===== config.mk =====
export PLATFORM = sky130hd
export DESIGN_NAME = vram_slot_arbiter_flat
export DESIGN_NICKNAME = d
export VERILOG_FILES = /design/src/rtl/vram_slot_arbiter_if.sv /design/src/rtl/vram_slot_arbiter.sv /design/src/flat_wrapper.sv
export SDC_FILE = /design/constraint.sdc
export NUM_CORES = 1
export LEC_CHECK = 0
export CAP_MARGIN = 20
export CORE_AREA = 2 2 116 118
export CTS_BUF_LIST = sky130_fd_sc_hd__clkbuf_16
export DETAILED_ROUTE_END_ITERATION = 8
export DIE_AREA = 0 0 118 120
export PLACE_DENSITY = 0.92
export SYNTH_ARGS = -nofsm -noshare
export SYNTH_HDL_FRONTEND = slang
export SYNTH_SLANG_ARGS = --single-unit

===== constraint.sdc =====
create_clock -name CLK21M -period 5 [get_ports CLK21M]
set_input_delay 1 -clock CLK21M [delete_from_list [all_inputs] [get_ports CLK21M]]
set_output_delay 1 -clock CLK21M [all_outputs]
set_load 0.05 [all_outputs]

===== src/rtl/vram_slot_arbiter_if.sv =====
// Signal bundle between the VRAM slot arbiter, its clients, the display fetch
// and the memory-controller request bus.
interface vram_slot_arbiter_if #(
  parameter int NUM_CLIENTS = 4,
  parameter int ADDR_W      = 18,
  parameter int DATA_W      = 32
);
  logic [1:0]               DOTSTATE;
  logic                     disp_req;
  logic [ADDR_W-1:0]        disp_addr;
  logic [NUM_CLIENTS-1:0]   client_req;
  logic [NUM_CLIENTS-1:0]   client_we;
  logic [NUM_CLIENTS*ADDR_W-1:0] client_addr;
  logic [NUM_CLIENTS*DATA_W-1:0] client_wdata;
  logic [NUM_CLIENTS*2-1:0] client_size;
  logic [NUM_CLIENTS-1:0]   client_ack;
  logic [NUM_CLIENTS-1:0]   client_rd_tgl;
  logic [ADDR_W-1:0]        IRAMADR;
  logic                     PRAMWE_N;
  logic [1:0]               PRAM_SIZE;
  logic [DATA_W-1:0]        PRAMDBO;
  logic                     grant_valid;
  logic [2:0]               grant_id;

  modport master (
    output DOTSTATE, disp_req, disp_addr, client_req, client_we, client_addr,
           client_wdata, client_size,
    input  client_ack, client_rd_tgl, IRAMADR, PRAMWE_N, PRAM_SIZE, PRAMDBO,
           grant_valid, grant_id
  );

  modport slave (
    input  DOTSTATE, disp_req, disp_addr, client_req, client_we, client_addr,
           client_wdata, client_size,
    output client_ack, client_rd_tgl, IRAMADR, PRAMWE_N, PRAM_SIZE, PRAMDBO,
           grant_valid, grant_id
  );
endinterface


===== src/rtl/vram_slot_arbiter.sv =====
// N-client VRAM slot arbiter: display first, then strict-priority clients,
// then starvation-promoted and round-robin clients, one grant per dot slot.
module vram_slot_arbiter #(
  parameter int                     NUM_CLIENTS = 4,
  parameter int                     ADDR_W      = 18,
  parameter int                     DATA_W      = 32,
  parameter logic [1:0]             SLOT_PHASE  = 2'b10,
  parameter logic [NUM_CLIENTS-1:0] PRIO_MASK   = NUM_CLIENTS'(1),
  parameter int                     MAX_WAIT    = 3
) (
  input  logic               CLK21M,
  input  logic               RESET,
  vram_slot_arbiter_if.slave bus
);
  localparam logic [3:0] WAIT_SAT = 4'(MAX_WAIT);

  logic                   slot;
  logic [NUM_CLIENTS-1:0] pending;
  logic [NUM_CLIENTS-1:0] grant_vec;
  logic [NUM_CLIENTS-1:0] ack_vec;
  logic [NUM_CLIENTS-1:0] rd_tgl_vec;
  logic [3:0]             wait_cnt [NUM_CLIENTS];
  logic [2:0]             ptr_reg;
  logic                   win_found;
  logic                   win_rr;
  logic [2:0]             win_id;
  logic [ADDR_W-1:0]      sel_addr;
  logic [DATA_W-1:0]      sel_wdata;
  logic [1:0]             sel_size;
  logic                   sel_we;
  logic [ADDR_W-1:0]      iramadr_reg;
  logic                   pramwe_n_reg;
  logic [1:0]             pram_size_reg;
  logic [DATA_W-1:0]      pramdbo_reg;
  logic                   grant_valid_reg;
  logic [2:0]             grant_id_reg;

  assign slot    = (bus.DOTSTATE == SLOT_PHASE);
  assign pending = bus.client_req ^ ack_vec;

  // Loops run downward so the lowest qualifying index is the one left standing.
  always_comb begin
    win_found = 1'b0;
    win_rr    = 1'b0;
    win_id    = 3'd0;
    for (int i = NUM_CLIENTS - 1; i >= 0; i--) begin
      if (pending[i] && PRIO_MASK[i]) begin
        win_found = 1'b1;
        win_id    = 3'(i);
      end
    end
    if (!win_found) begin
      for (int i = NUM_CLIENTS - 1; i >= 0; i--) begin
        if (pending[i] && !PRIO_MASK[i] && wait_cnt[i] == WAIT_SAT) begin
          win_found = 1'b1;
          win_id    = 3'(i);
        end
      end
    end
    // Wrapped candidates (<= pointer) are overridden by any above the pointer.
    if (!win_found) begin
      for (int i = NUM_CLIENTS - 1; i >= 0; i--) begin
        if (pending[i] && !PRIO_MASK[i] && 3'(i) <= ptr_reg) begin
          win_found = 1'b1;
          win_rr    = 1'b1;
          win_id    = 3'(i);
        end
      end
      for (int i = NUM_CLIENTS - 1; i >= 0; i--) begin
        if (pending[i] && !PRIO_MASK[i] && 3'(i) > ptr_reg) begin
          win_found = 1'b1;
          win_rr    = 1'b1;
          win_id    = 3'(i);
        end
      end
    end
  end

  always_comb begin
    sel_addr  = '0;
    sel_wdata = '0;
    sel_size  = 2'b00;
    sel_we    = 1'b0;
    for (int i = 0; i < NUM_CLIENTS; i++) begin
      if (win_id == 3'(i)) begin
        sel_addr  = bus.client_addr[i*ADDR_W +: ADDR_W];
        sel_wdata = bus.client_wdata[i*DATA_W +: DATA_W];
        sel_size  = bus.client_size[i*2 +: 2];
        sel_we    = bus.client_we[i];
      end
    end
  end

  for (genvar gi = 0; gi < NUM_CLIENTS; gi++) begin : g_client
    logic       ack_reg;
    logic       rd_tgl_reg;
    logic [3:0] wait_reg;

    assign grant_vec[gi] = slot && !bus.disp_req && win_found && (win_id == 3'(gi));

    always_ff @(posedge CLK21M or posedge RESET) begin
      if (RESET) begin
        ack_reg    <= 1'b0;
        rd_tgl_reg <= 1'b0;
        wait_reg   <= 4'd0;
      end else begin
        if (grant_vec[gi]) begin
          ack_reg <= ~ack_reg;
          if (!bus.client_we[gi])
            rd_tgl_reg <= ~rd_tgl_reg;
        end
        // Display-owned slots count as lost slots too.
        if (slot && !PRIO_MASK[gi]) begin
          if (grant_vec[gi] || !pending[gi])
            wait_reg <= 4'd0;
          else if (wait_reg != WAIT_SAT)
            wait_reg <= wait_reg + 4'd1;
        end
      end
    end

    assign ack_vec[gi]    = ack_reg;
    assign rd_tgl_vec[gi] = rd_tgl_reg;
    assign wait_cnt[gi]   = wait_reg;
  end

  always_ff @(posedge CLK21M or posedge RESET) begin
    if (RESET) begin
      iramadr_reg     <= '1;
      pramwe_n_reg    <= 1'b1;
      pram_size_reg   <= 2'b01;
      pramdbo_reg     <= '0;
      grant_valid_reg <= 1'b0;
      grant_id_reg    <= 3'd0;
      ptr_reg         <= 3'd0;
    end else begin
      pramwe_n_reg    <= 1'b1;
      grant_valid_reg <= 1'b0;
      if (slot) begin
        if (bus.disp_req) begin
          iramadr_reg   <= bus.disp_addr;
          pram_size_reg <= 2'b10;
        end else if (win_found) begin
          iramadr_reg     <= sel_addr;
          pram_size_reg   <= sel_size;
          pramwe_n_reg    <= ~sel_we;
          grant_valid_reg <= 1'b1;
          grant_id_reg    <= win_id;
          if (sel_we)
            pramdbo_reg <= sel_wdata;
          if (win_rr)
            ptr_reg <= win_id;
        end
      end
    end
  end

  assign bus.client_ack    = ack_vec;
  assign bus.client_rd_tgl = rd_tgl_vec;
  assign bus.IRAMADR       = iramadr_reg;
  assign bus.PRAMWE_N      = pramwe_n_reg;
  assign bus.PRAM_SIZE     = pram_size_reg;
  assign bus.PRAMDBO       = pramdbo_reg;
  assign bus.grant_valid   = grant_valid_reg;
  assign bus.grant_id      = grant_id_reg;
endmodule

===== src/flat_wrapper.sv =====
// flat-port wrapper written by rule: the top's interface ports become plain ports
module vram_slot_arbiter_flat 
#(
  parameter int                     NUM_CLIENTS = 4,
  parameter int                     ADDR_W      = 18,
  parameter int                     DATA_W      = 32,
  parameter logic [1:0]             SLOT_PHASE  = 2'b10,
  parameter logic [NUM_CLIENTS-1:0] PRIO_MASK   = NUM_CLIENTS'(1),
  parameter int                     MAX_WAIT    = 3
)
  (CLK21M, RESET, bus_DOTSTATE, bus_disp_req, bus_disp_addr, bus_client_req, bus_client_we, bus_client_addr, bus_client_wdata, bus_client_size, bus_client_ack, bus_client_rd_tgl, bus_IRAMADR, bus_PRAMWE_N, bus_PRAM_SIZE, bus_PRAMDBO, bus_grant_valid, bus_grant_id);
  vram_slot_arbiter_if #(.NUM_CLIENTS(NUM_CLIENTS), .ADDR_W(ADDR_W), .DATA_W(DATA_W)) bus_i ();
  input  logic CLK21M;
  input  logic RESET;
  input wire logic [$bits(bus_i.DOTSTATE)-1:0] bus_DOTSTATE;
  input wire logic [$bits(bus_i.disp_req)-1:0] bus_disp_req;
  input wire logic [$bits(bus_i.disp_addr)-1:0] bus_disp_addr;
  input wire logic [$bits(bus_i.client_req)-1:0] bus_client_req;
  input wire logic [$bits(bus_i.client_we)-1:0] bus_client_we;
  input wire logic [$bits(bus_i.client_addr)-1:0] bus_client_addr;
  input wire logic [$bits(bus_i.client_wdata)-1:0] bus_client_wdata;
  input wire logic [$bits(bus_i.client_size)-1:0] bus_client_size;
  output wire logic [$bits(bus_i.client_ack)-1:0] bus_client_ack;
  output wire logic [$bits(bus_i.client_rd_tgl)-1:0] bus_client_rd_tgl;
  output wire logic [$bits(bus_i.IRAMADR)-1:0] bus_IRAMADR;
  output wire logic [$bits(bus_i.PRAMWE_N)-1:0] bus_PRAMWE_N;
  output wire logic [$bits(bus_i.PRAM_SIZE)-1:0] bus_PRAM_SIZE;
  output wire logic [$bits(bus_i.PRAMDBO)-1:0] bus_PRAMDBO;
  output wire logic [$bits(bus_i.grant_valid)-1:0] bus_grant_valid;
  output wire logic [$bits(bus_i.grant_id)-1:0] bus_grant_id;
  assign bus_i.DOTSTATE = bus_DOTSTATE;
  assign bus_i.disp_req = bus_disp_req;
  assign bus_i.disp_addr = bus_disp_addr;
  assign bus_i.client_req = bus_client_req;
  assign bus_i.client_we = bus_client_we;
  assign bus_i.client_addr = bus_client_addr;
  assign bus_i.client_wdata = bus_client_wdata;
  assign bus_i.client_size = bus_client_size;
  assign bus_client_ack = bus_i.client_ack;
  assign bus_client_rd_tgl = bus_i.client_rd_tgl;
  assign bus_IRAMADR = bus_i.IRAMADR;
  assign bus_PRAMWE_N = bus_i.PRAMWE_N;
  assign bus_PRAM_SIZE = bus_i.PRAM_SIZE;
  assign bus_PRAMDBO = bus_i.PRAMDBO;
  assign bus_grant_valid = bus_i.grant_valid;
  assign bus_grant_id = bus_i.grant_id;
  vram_slot_arbiter #(.NUM_CLIENTS(NUM_CLIENTS), .ADDR_W(ADDR_W), .DATA_W(DATA_W), .SLOT_PHASE(SLOT_PHASE), .PRIO_MASK(PRIO_MASK), .MAX_WAIT(MAX_WAIT)) u_core (.CLK21M(CLK21M), .RESET(RESET), .bus(bus_i));
endmodule

Yosys cells after proc, flatten, opt, wreduce, memory -nomap -nowiden. Index checks and enable logic that the tools add are counted.

Word-level logic and storage cells: 146. Bits of input ports: 239. Output and inout port bits: 65. Register bits: 80.

Order comparisons: 6. Add/sub/neg operators: 3. Bitwise gates (word level): 15. Mux-type cells: 56. Eq/ne operators: 10. Reduce and logical (&&, ||, !) cells: 38.

Operators by type and width (count): 32-bit 2-to-1 mux (4); 18-bit 2-to-1 mux (6); 3-bit 2-to-1 mux (10); 4-bit 2-to-1 mux (6); 1-bit 2-to-1 mux (23); 2-bit AND reduction (8); 1-bit logical AND (15); 2-bit 2-to-1 mux (7); 1-bit inverter (14); 4-bit by 1-bit adder with 4-bit output (second input constant) (3); 4-bit by 2-bit == test with 1-bit output (second input constant) (3); 4-bit by 2-bit inequality test with 1-bit output (second input constant) (3); 4-bit AND reduction (2); 2-bit nonzero test (4); 3-bit by 2-bit == test with 1-bit output (second input constant) (2); 2-bit by 3-bit > comparator with 1-bit output (first input constant) (2); 2-bit by 3-bit less-or-equal comparator with 1-bit output (first input constant) (2); 1-bit zero test (4); 4-bit XOR (1); 3-bit by 1-bit == test with 1-bit output (second input constant) (1); 1-bit by 3-bit > comparator with 1-bit output (first input constant) (1); 1-bit by 3-bit less-or-equal comparator with 1-bit output (first input constant) (1); 3-bit zero test (1); 1-bit logical OR (3); other kinds (2) (2).

Depth between registers and ports, before layout. Gate-level depths: netlist (run 1).

Depth after elaboration: 22. Gate-level depth with buffers: 10. Gate-level depth less buffers: 8.

Worst setup path before layout (run 1). No wires, ideal clock.

Path type: input-to-reg. From: input bus_client_req[2]. To: register u_core.pramdbo_reg[0], in the netlist u_core.bus.PRAMDBO[0]. Required time: 4.877 ns. Path buffers: 1. Library setup time: 0.123 ns. Slack: 2.266 ns. Data arrival time: 2.611 ns. Cell stages on the path: 8. Cells stage by stage: xor2_2 -> nor2_1 -> o21ai_2 -> nand2_2 -> mux2_4 -> a21o_4 -> buf_6 -> o221a_1.

Longest elaborated chain between the ends: 18. Elaborated cells between the ends (all ways): 36. Those cells by class: eq/ne: 3; mux: 27; bitwise: 1; reduce/logical: 5.

Ends and longest elaborated chain: start: declaration (line flat_wrapper.sv:18) `input wire logic [$bits(bus_i.client_req)-1:0] bus_client_req;`; 4-bit XOR (*) (line vram_slot_arbiter.sv:39) `assign pending = bus.client_req ^ ack_vec;`; 1-bit logical AND (line vram_slot_arbiter.sv:54) `if (pending[i] && !PRIO_MASK[i] && wait_cnt[i] == WAIT_SAT) begin`; 3-bit 2-to-1 mux (2 in a row) (line vram_slot_arbiter.sv:54); 3-bit 2-to-1 mux (line vram_slot_arbiter.sv:52) `if (!win_found) begin`; 3-bit 2-to-1 mux (3 in a row) (line vram_slot_arbiter.sv:63) `if (pending[i] && !PRIO_MASK[i] && 3'(i) <= ptr_reg) begin`; 3-bit 2-to-1 mux (3 in a row) (line vram_slot_arbiter.sv:70) `if (pending[i] && !PRIO_MASK[i] && 3'(i) > ptr_reg) begin`; 3-bit 2-to-1 mux (line vram_slot_arbiter.sv:61) `if (!win_found) begin`; 3-bit zero test (line vram_slot_arbiter.sv:85) `if (win_id == 3'(i)) begin`; 1-bit 2-to-1 mux (4 in a row) (line vram_slot_arbiter.sv:85); 4-bit AND reduction (no source line); end signal: assignment (line vram_slot_arbiter.sv:150) `pramdbo_reg <= sel_wdata;`; end: declaration (line vram_slot_arbiter.sv:34) `logic [DATA_W-1:0] pramdbo_reg;`.

Mark *: on every way between the ends. The rest lies on a longest branch, timed or not. A chain may end at the register's enable or synchronous reset.

Worst setup path in the final report (run 1).
From: input bus_client_req[3]. To: register u_core.pramdbo_reg[2], in the netlist u_core.bus.PRAMDBO[2].

Longest elaborated chain between the ends: 19. Elaborated cells between the ends (all ways): 39. Those cells by class: eq/ne: 3; mux: 30; bitwise: 1; reduce/logical: 5.

Ends and longest elaborated chain (line): 4-bit XOR (*) (vram_slot_arbiter.sv:39); 1-bit logical AND (vram_slot_arbiter.sv:54); 2-bit 2-to-1 mux (vram_slot_arbiter.sv:54); 3-bit 2-to-1 mux (2 in a row) (vram_slot_arbiter.sv:54); 3-bit 2-to-1 mux (vram_slot_arbiter.sv:52); 3-bit 2-to-1 mux (3 in a row) (vram_slot_arbiter.sv:63); 3-bit 2-to-1 mux (3 in a row) (vram_slot_arbiter.sv:70); 3-bit 2-to-1 mux (vram_slot_arbiter.sv:61); 3-bit zero test (vram_slot_arbiter.sv:85); 1-bit 2-to-1 mux (4 in a row) (vram_slot_arbiter.sv:85); 4-bit AND reduction (no source line).

Marks and branches as above.

==> results.cfg, run 1 <==
[route]
vias = 5573
drc = 0
dr.pass1.iters = 5
postRouteAntennaNets = 0
wl_per_cell_um = 18.2
drtIter0Drc = 498
wirelength_mm = 18.5
avgViaCountPerCell = 5.47

[clocking]
cts.htree.levels = 3
clk_pin_slew_worst_paths_ns = 0.06
clk_latency_ns = 0.35
clockBufferDepth = 2
clock_sinks = 78
cts_root_buf = clkbuf_16
post_cts_resize_count = 0
holdBufCountCts = 0
cts_tree = built
post-cts-setup-buffer-count = 0
cts_buffers = 9

[worst_hold_path]
hold_class = reg -> reg
min-delay-start = u_core.g_client[0].rd_tgl_reg
min_to = u_core.g_client[0].rd_tgl_reg
hold_depth = 1

[synthesis]
syn_nets = 804
synthTopCellsByCount = 168 x nor2_1, 58 x dfrtp_1, 42 x o21ai_0
seq_area_frac_synth_pct = 40.2
synthTopCellsByArea = dfrtp_1 30%, nor2_1 13%, dfstp_2 11%
synth_edf_count = 0
netlist_instances = 562
muxShareOfSynthArea_pct = 8.73
synth_top_family_by_area = compound AO/OA/AOI/OAI gates
synth_compound_area_share_pct = 22.1
yosysWarnings = 0
synth_cell_types = 58
synth.most_common_cell = nor2_1
async_reset_ff_share_pct = 100
netlist_area_um2 = 4920
synth_top_area_share_pct = 29.5
synth_xor_area_share_pct = 2.98
synth_ff_type = dfrtp_1
synth_adder_area_share_pct = 0.764
postSynthAreaPerCell_um2 = 8.75
yosysTopAreaCell = dfrtp_1
synth-simple-area-share_pct = 19.5
ys_ff_latch = 78

[floorplanning]
fp-row-count = 42
num_io_pins = 304
core-area_um2 = 13000
dieArea_um2 = 14200
start_util_pct = 37.9
fp.dieW_um = 118
fp.dieH_um = 120

[timing]
rsz0062_at_grt = no
max_freq_mhz = 273
min_period_ns = 3.66
relSlewSlack_pct = 33.6
worstMarginPinSlew_ns = 0.996
drv_slew = 0
hold_viol = 0
finalCritPeriodShare_pct = 73.1
tns_ns = 0
setup_viol = 0
fin_skew_ns = 0.00777

[grt]
grt_util_met2_pct = 44.3
antenna_found_initial = 0
grtUsageMet3_pct = 8.46
grt_max_degree = 57
grt_pass1_vias = 5552
grt_busiest_layer = met2
grt_use_met1_pct = 30.0
grt.overflow.total = 0
grt_pass1_wl_mm = 28.9
grt_usage_pct = 25.9

[power_and_ir_drop]
p_per_area_nw_per_um2 = 607
internal_power_mw = 2.58
p_switching_mw = 2.44
p_comb_share_pct = 62.3
leakagePower_nw = 3.25
netSwitchingFraction_pct = 48.7
clkPwrFrac_pct = 13.9
peakVddDrop_v = 0.000368
p_seq_share_pct = 23.9

[critical_path]
reg2reg_setup_slack_ns = 1.98
cp.required_ns = 5.28
r2r_end = u_core.bus.PRAMDBO[2]
crit_type = in -> reg
crit_arrival_ns = 3.94
start_kind = input port
rr_startpoint = u_core.g_client[3].wait_reg[0]
rr_worst_depth = 9
end_kind = flop
cp_max_fo = 56

[cells_and_area]
nets = 1080
drive_gt1_share_pct = 7.71
antenna_cells = 0
largest_reg_flops = 32
num-fill-cells = 1043
area.sequential_um2 = 1980
multi_input_area_um2 = 2660
final_core_util_pct = 63.7
area_growth_syn_to_layout_pct = 68.3

[outcome]
outcome = complete, no violations

[placement]
gp_congestion = 0.910
dpl.hpwl_mm = 13.9
io_buffers = 302

[flow_run]
drv_cap = 0
power by group through the flow:
stage               sequential, mW  clock [mW]  combinational [mW]
finish                        1.20       0.696                3.13
global route                  1.23       0.739                3.32
CTS                           1.19       0.706                3.13
detailed placement            1.19           0                3.12
global placement              1.19           0                3.05
floorplan                     1.92           0                1.43
cell type report:
type | count | area share [%]
clock buffers | 9 | 2.72
repair buffers | 310 | 37.3
inverters | 6 | 0.287
multi-input cells | 433 | 32.2
clock inverters | 7 | 0.968
well taps | 176 | 2.66
flip-flops and latches | 78 | 23.9
layout by cell type, fill, tap and decap left out, drive strengths merged, types with 10 or more instances in the layout:
cell type and count:
a21oi 10, o22ai 10, mux2i 29, o221a 32, mux2 12, nor2 169
clkdlybuf4s50 302, a222oi 10, xor2 10, dfstp 20, dfrtp 58, o21ai 51
nand2 26
how the worst max path moves through the flow:
stage	from	cells after the start	to
global route	bus_client_req[2]	9	u_core.bus.PRAMDBO[28]
detailed placement	bus_client_req[3]	8	u_core.bus.IRAMADR[14]
global placement	bus_client_req[2]	9	u_core.bus.PRAMDBO[31]
finish	bus_client_req[3]	9	u_core.bus.PRAMDBO[2]
CTS	bus_client_req[3]	9	u_core.bus.PRAMDBO[2]
floorplan	RESET	1	u_core.bus.PRAMDBO[0]
metal layers:
metal  share of wire [%]  vias to the layer above
li1                    -                     2554
met4                 3.5                        0
met1                  38                     2656
met5                   0                        -
met2                  50                      311
met3                 8.5                       52
worst max-delay path: stages:
cell	delay (ns)
clkdlybuf4s50_1	0.53
xor2_2	0.34
a211oi_1	0.16
o21ai_2	0.22
and2_4	0.63
buf_4	0.47
nor2_1	0.08
o21ai_0	0.25
o221a_1	0.22
cells by family (layout without fill, tap and decap cells):
group / after synthesis / in the layout
and+or+nand+nor: 230 / 230
AOI/OAI and AO/OA: 143 / 143
DFF: 78 / 78
buffers and inverters: 51 / 332
muxes: 41 / 41
xor gates and xnor gates: 15 / 15
adders and majority gates: 3 / 3
other: 1 / 1
metrics by stage:
step | power (mW) | hold WS (ns) | instance area (um2) | std cells | setup slack [ns]
4_1_cts | 5.03 | 0.469 | 8270 | 1019 | 1.37
5_1_grt | 5.29 | 0.490 | 8270 | 1019 | 1.12
6_report | 5.02 | 0.469 | 8270 | 1019 | 1.34
3_5_place_dp | 4.31 | 0.456 | 7970 | 1003 | 0.996
2_1_floorplan | 3.36 | 0.443 | 4920 | 562 | 2.04
3_3_place_gp | 4.24 | 0.457 | 7970 | 1003 | 1.12
Power figures use the tool's default switching activity.
==> inputs of run 2 (changes only) <==
CORE_AREA = default   (was 2 2 116 118)
CORE_MARGIN = 2   (was default)
CORE_UTILIZATION = 34   (was default)
DIE_AREA = default   (was 0 0 118 120)
PLACE_DENSITY = 0.87   (was 0.92)
clock period = 3 ns   (was 5 ns; I/O delays follow)
==> run 2 against run 1 <==
First-iteration DRC count decreased by 28%. Core utilization decreased by 1.9 points. Hold slack improved by 0.0044 ns. Count of clock-buffer cells in the layout unchanged. Combinational power increased by 82%. Final cell count increased by 4.0%. Flip-flop and latch count unchanged. Via count increased by 0.39%. Non-clock buffer count increased by 37. Final area increased by 4.6%. Setup slack got worse by 1.1 ns. Die area increased by 9.0%.
==> results.cfg, run 2 (same netlist as run 1, synthesis figures left out) <==
[timing]
tns_ns = 0
max_freq_mhz = 364
finalCritPeriodShare_pct = 91.5
hold_viol = 0
relSlewSlack_pct = 53.1
min_period_ns = 2.74
fin_skew_ns = 0.0103
setup_slack_ns = 0.256
drv_slew = 0
worstMarginPinSlew_ns = 0.704
whs_ns = 0.473
rsz0062_at_grt = no
setup_viol = 0

[route]
dr.pass1.iters = 6
vias = 5595
avgViaCountPerCell = 5.28
drc = 0
wl_per_cell_um = 17.5
drtIter0Drc = 359
postRouteAntennaNets = 0
wirelength_mm = 18.5

[grt]
grt_usage_pct = 23.7
antenna_found_initial = 0
grt.overflow.total = 0
grt_pass1_wl_mm = 29.6
grt_max_degree = 43
grt_pass1_vias = 5916

[clocking]
clockBufferDepth = 2
post-cts-setup-buffer-count = 0
holdBufCountCts = 0
clk_pin_slew_worst_paths_ns = 0.06
cts_root_buf = clkbuf_16
post_cts_resize_count = 0
clock_sinks = 78
cts.htree.levels = 3
cts_buffers = 9
cts_tree = built
clk_latency_ns = 0.34

[critical_path]
crit_type = in -> reg
path_cells = clkdlybuf4s50_1, xnor2_1, nor3_1, nor2_1, and2_4, buf_12, mux2_2, a222oi_1, o21ai_1
crit_arrival_ns = 2.99
cp_max_fo = 10
rr_startpoint = u_core.g_client[1].ack_reg
critPathMaxStageDelay_ns = 0.46
path_buf_inv = 2
start_kind = input port
end_kind = flop
cp.required_ns = 3.25
crit_family = simple AND/OR/NAND/NOR gates
crit_slowest_cell = clkdlybuf4s50_1
cp-startpoint = bus_client_req[1]

[cells_and_area]
drive_gt1_share_pct = 11.9
antenna_cells = 0
layout_common_cells = 302 x clkdlybuf4s50_1, 168 x nor2_1, 58 x dfrtp_1
final_cells = 1060
nets = 1117
final_core_util_pct = 61.9
final_common_cell = clkdlybuf4s50_1
largest_reg_flops = 32
final_area_um2 = 8650
area_growth_syn_to_layout_pct = 76.0
num-fill-cells = 1201

[floorplanning]
fp.dieW_um = 124
start_util_pct = 35.1
num_io_pins = 304
fp.dieH_um = 124
dieArea_um2 = 15400
core-area_um2 = 14000
fp-row-count = 43

[placement]
gp_congestion = 0.893
io_buffers = 302
dpl.cell_count = 1044
dpl_worst_slack_ns = -0.0939
place_area_um2 = 8360
dpl.hpwl_mm = 14.5

[power_and_ir_drop]
finalPower_mw = 8.79
peakVddDrop_v = 0.000540
leakagePower_nw = 3.46
p_per_area_nw_per_um2 = 1020

[flow_run]
drv_cap = 0

[worst_hold_path]
hold_class = reg -> reg
min-delay-start = u_core.g_client[2].rd_tgl_reg

[outcome]
outcome = complete, no violations
## run 2: cell types whose count changed in the layout (fill, tap and decap cells not counted)
cell        before  now
bufinv_16        2    1
clkinv_1         3    1
buf_4            8   36
clkinvlp_4       0    1
inv_1            6    5
clkinv_2         2    4
clkinv_4         0    1
buf_12           0    9
## run 2: final cells by class
class / instances / area, um2 / area share [%]
clock buffer: 9 / 225 / 2.60
multi-input combinational: 433 / 2660 / 30.8
sequential: 78 / 1980 / 22.8
clock inverter: 7 / 65.1 / 0.752
inverter: 6 / 23.8 / 0.275
tap: 180 / 225 / 2.60
timing repair buffer: 347 / 3470 / 40.1
## run 2: where the power goes
part           internal, mW  switching (mW)
logic                  2.35            3.35
registers              1.63           0.373
clock network         0.639           0.447
## run 2: worst paths after layout
check                                                end  slack [ns]  depth (start not counted)
max in group asynchronous         u_core.bus.IRAMADR[12]        1.57                          3
setup / recovery                  u_core.bus.IRAMADR[12]        0.26                          9
min in group asynchronous  u_core.g_client[2].rd_tgl_reg        0.67                          2
setup reg to reg                  u_core.bus.IRAMADR[12]        0.51                          8
hold reg to reg            u_core.g_client[2].rd_tgl_reg        0.47                          1
hold / removal             u_core.g_client[2].rd_tgl_reg        0.47                          1
## run 2: worst reg2reg max path, cell delays in order, from the launching register on
cell	delay, ns
dfrtp_1	0.44
xnor2_1	0.35
nor3_1	0.13
nor2_1	0.27
and2_4	0.29
buf_12	0.15
mux2_2	0.34
a222oi_1	0.31
o21ai_1	0.12
## run 2: metal layers
metal	share of wire (%)	global-route usage, %	routed length [um]	vias to the layer above
li1	-	-	-	2630
met4	4.3	11.9	787	0
met3	7.3	5.55	1360	62
met2	49	40.0	9100	301
met1	39	28.2	7260	2602
met5	0	0	0	-
==> RTL edit, RTL diff (flow settings as in run 2) <==
`NUM_CLIENTS` is set to 4 in 3 places; all go to 2.
--- a/src/rtl/vram_slot_arbiter_if.sv
+++ b/src/rtl/vram_slot_arbiter_if.sv
@@ -1,7 +1,7 @@
 // Signal bundle between the VRAM slot arbiter, its clients, the display fetch
 // and the memory-controller request bus.
 interface vram_slot_arbiter_if #(
-  parameter int NUM_CLIENTS = 4,
+  parameter int NUM_CLIENTS = 2,
   parameter int ADDR_W      = 18,
   parameter int DATA_W      = 32
 );
--- a/src/rtl/vram_slot_arbiter.sv
+++ b/src/rtl/vram_slot_arbiter.sv
@@ -1,7 +1,7 @@
 // N-client VRAM slot arbiter: display first, then strict-priority clients,
 // then starvation-promoted and round-robin clients, one grant per dot slot.
 module vram_slot_arbiter #(
-  parameter int                     NUM_CLIENTS = 4,
+  parameter int                     NUM_CLIENTS = 2,
   parameter int                     ADDR_W      = 18,
   parameter int                     DATA_W      = 32,
   parameter logic [1:0]             SLOT_PHASE  = 2'b10,
--- a/src/flat_wrapper.sv
+++ b/src/flat_wrapper.sv
@@ -1,7 +1,7 @@
 // flat-port wrapper written by rule: the top's interface ports become plain ports
 module vram_slot_arbiter_flat 
 #(
-  parameter int                     NUM_CLIENTS = 4,
+  parameter int                     NUM_CLIENTS = 2,
   parameter int                     ADDR_W      = 18,
   parameter int                     DATA_W      = 32,
   parameter logic [1:0]             SLOT_PHASE  = 2'b10,
Ports: changed (7 resized); port bits go from 304 to 192. No check against the original RTL was run, so the function may have changed too.
==> RTL edit against run 2 <==
- sequential cell count decreased by 19
- non-clock buffer count is 148 lower
- largest power group unchanged
- worst hold slack lost 0.0070 ns
- utilization shrank 1.7 points
- via count is 48% lower
- wire length is 47% lower
- area after synthesis is 34% lower
- power fell by 38%
- critical path depth decreased by 3
- final area decreased by 35%
- setup slack gained 0.39 ns
==> RTL edit: results <==
group,metric,value,unit
run_status,outcome,"finished, final reports clean",
worst_setup_path,critical-path-max-stage-delay,0.49,ns
synth,syn_inst,273,
power,vdd_drop_max,0.3465,mV
global_routing,grt_max_degree,39,
global_routing,grt_util_met3,5.472,%
synth,muxShareOfSynthArea,25.79,%
detailed_routing,wirelength,9783,um
layout,nNetsFinal,587,
clocking,clk_latency,0.32,ns
layout,seq-cell-share,26.88,%
layout,nonClkBufAreaFrac,35.88,%
clocking,cts.sinks,59,
layout,nFillCells,756,
layout,regArea,1501,um2
worst_setup_path,cp_max_fo,22,
detailed_routing,post_drt_wl_per_cell,16.58,um
layout,multi_input_area,1587,um2
global_routing,grt_pass1_wl,14960,um
detailed_routing,drt-pass1-iter-count,4,
synth,synth_xor_area_share,2.341,%
synth,synthTopCellsByArea,"dfrtp_1 30%, dfstp_2 16%, mux2_4 13%",
global_routing,use_met2,33.86,%
placed_design,preCtsSetupSlack,0.3087,ns
worst_setup_path,critical_path.top_delay_family,"buffers and inverters",
timing,fin_skew,0.006861,ns
global_routing,grt_use_total,18.73,%
worst_setup_path,critical_path_arrival,2.56,ns
placed_design,dp_cells,574,
synth,synth_cell_types,34,
layout,inv_count,4,
-- RTL edit: power by group --
group / switching [W] / internal [W] / leakage (nW)
logic: 0.00178 / 0.00124 / 1.43
registers: 0.000206 / 0.00118 / 0.679
clock network: 0.000364 / 0.000723 / 0.149
-- RTL edit: worst paths after layout --
check                      cells past startpoint                  startpoint  slack (ns)                            end
max reg2reg                                    5  u_core.g_client[0].ack_reg        0.96         u_core.bus.PRAMDBO[19]
min in group asynchronous                      2                       RESET        0.65  u_core.g_client[0].rd_tgl_reg
min                                            2       u_core.bus.IRAMADR[4]        0.47          u_core.bus.IRAMADR[4]
max in group asynchronous                      3                       RESET        1.71            u_core.bus.PRAMWE_N
min reg2reg                                    2       u_core.bus.IRAMADR[4]        0.47          u_core.bus.IRAMADR[4]
max                                            6           bus_client_req[0]        0.64         u_core.bus.PRAMDBO[19]
-- RTL edit: metal layers --
layer  wire [um]  share of wire [%]
met5           0                  0
met3         879                9.0
met4         211                2.2
met1        3807                 39
met2        4885                 50
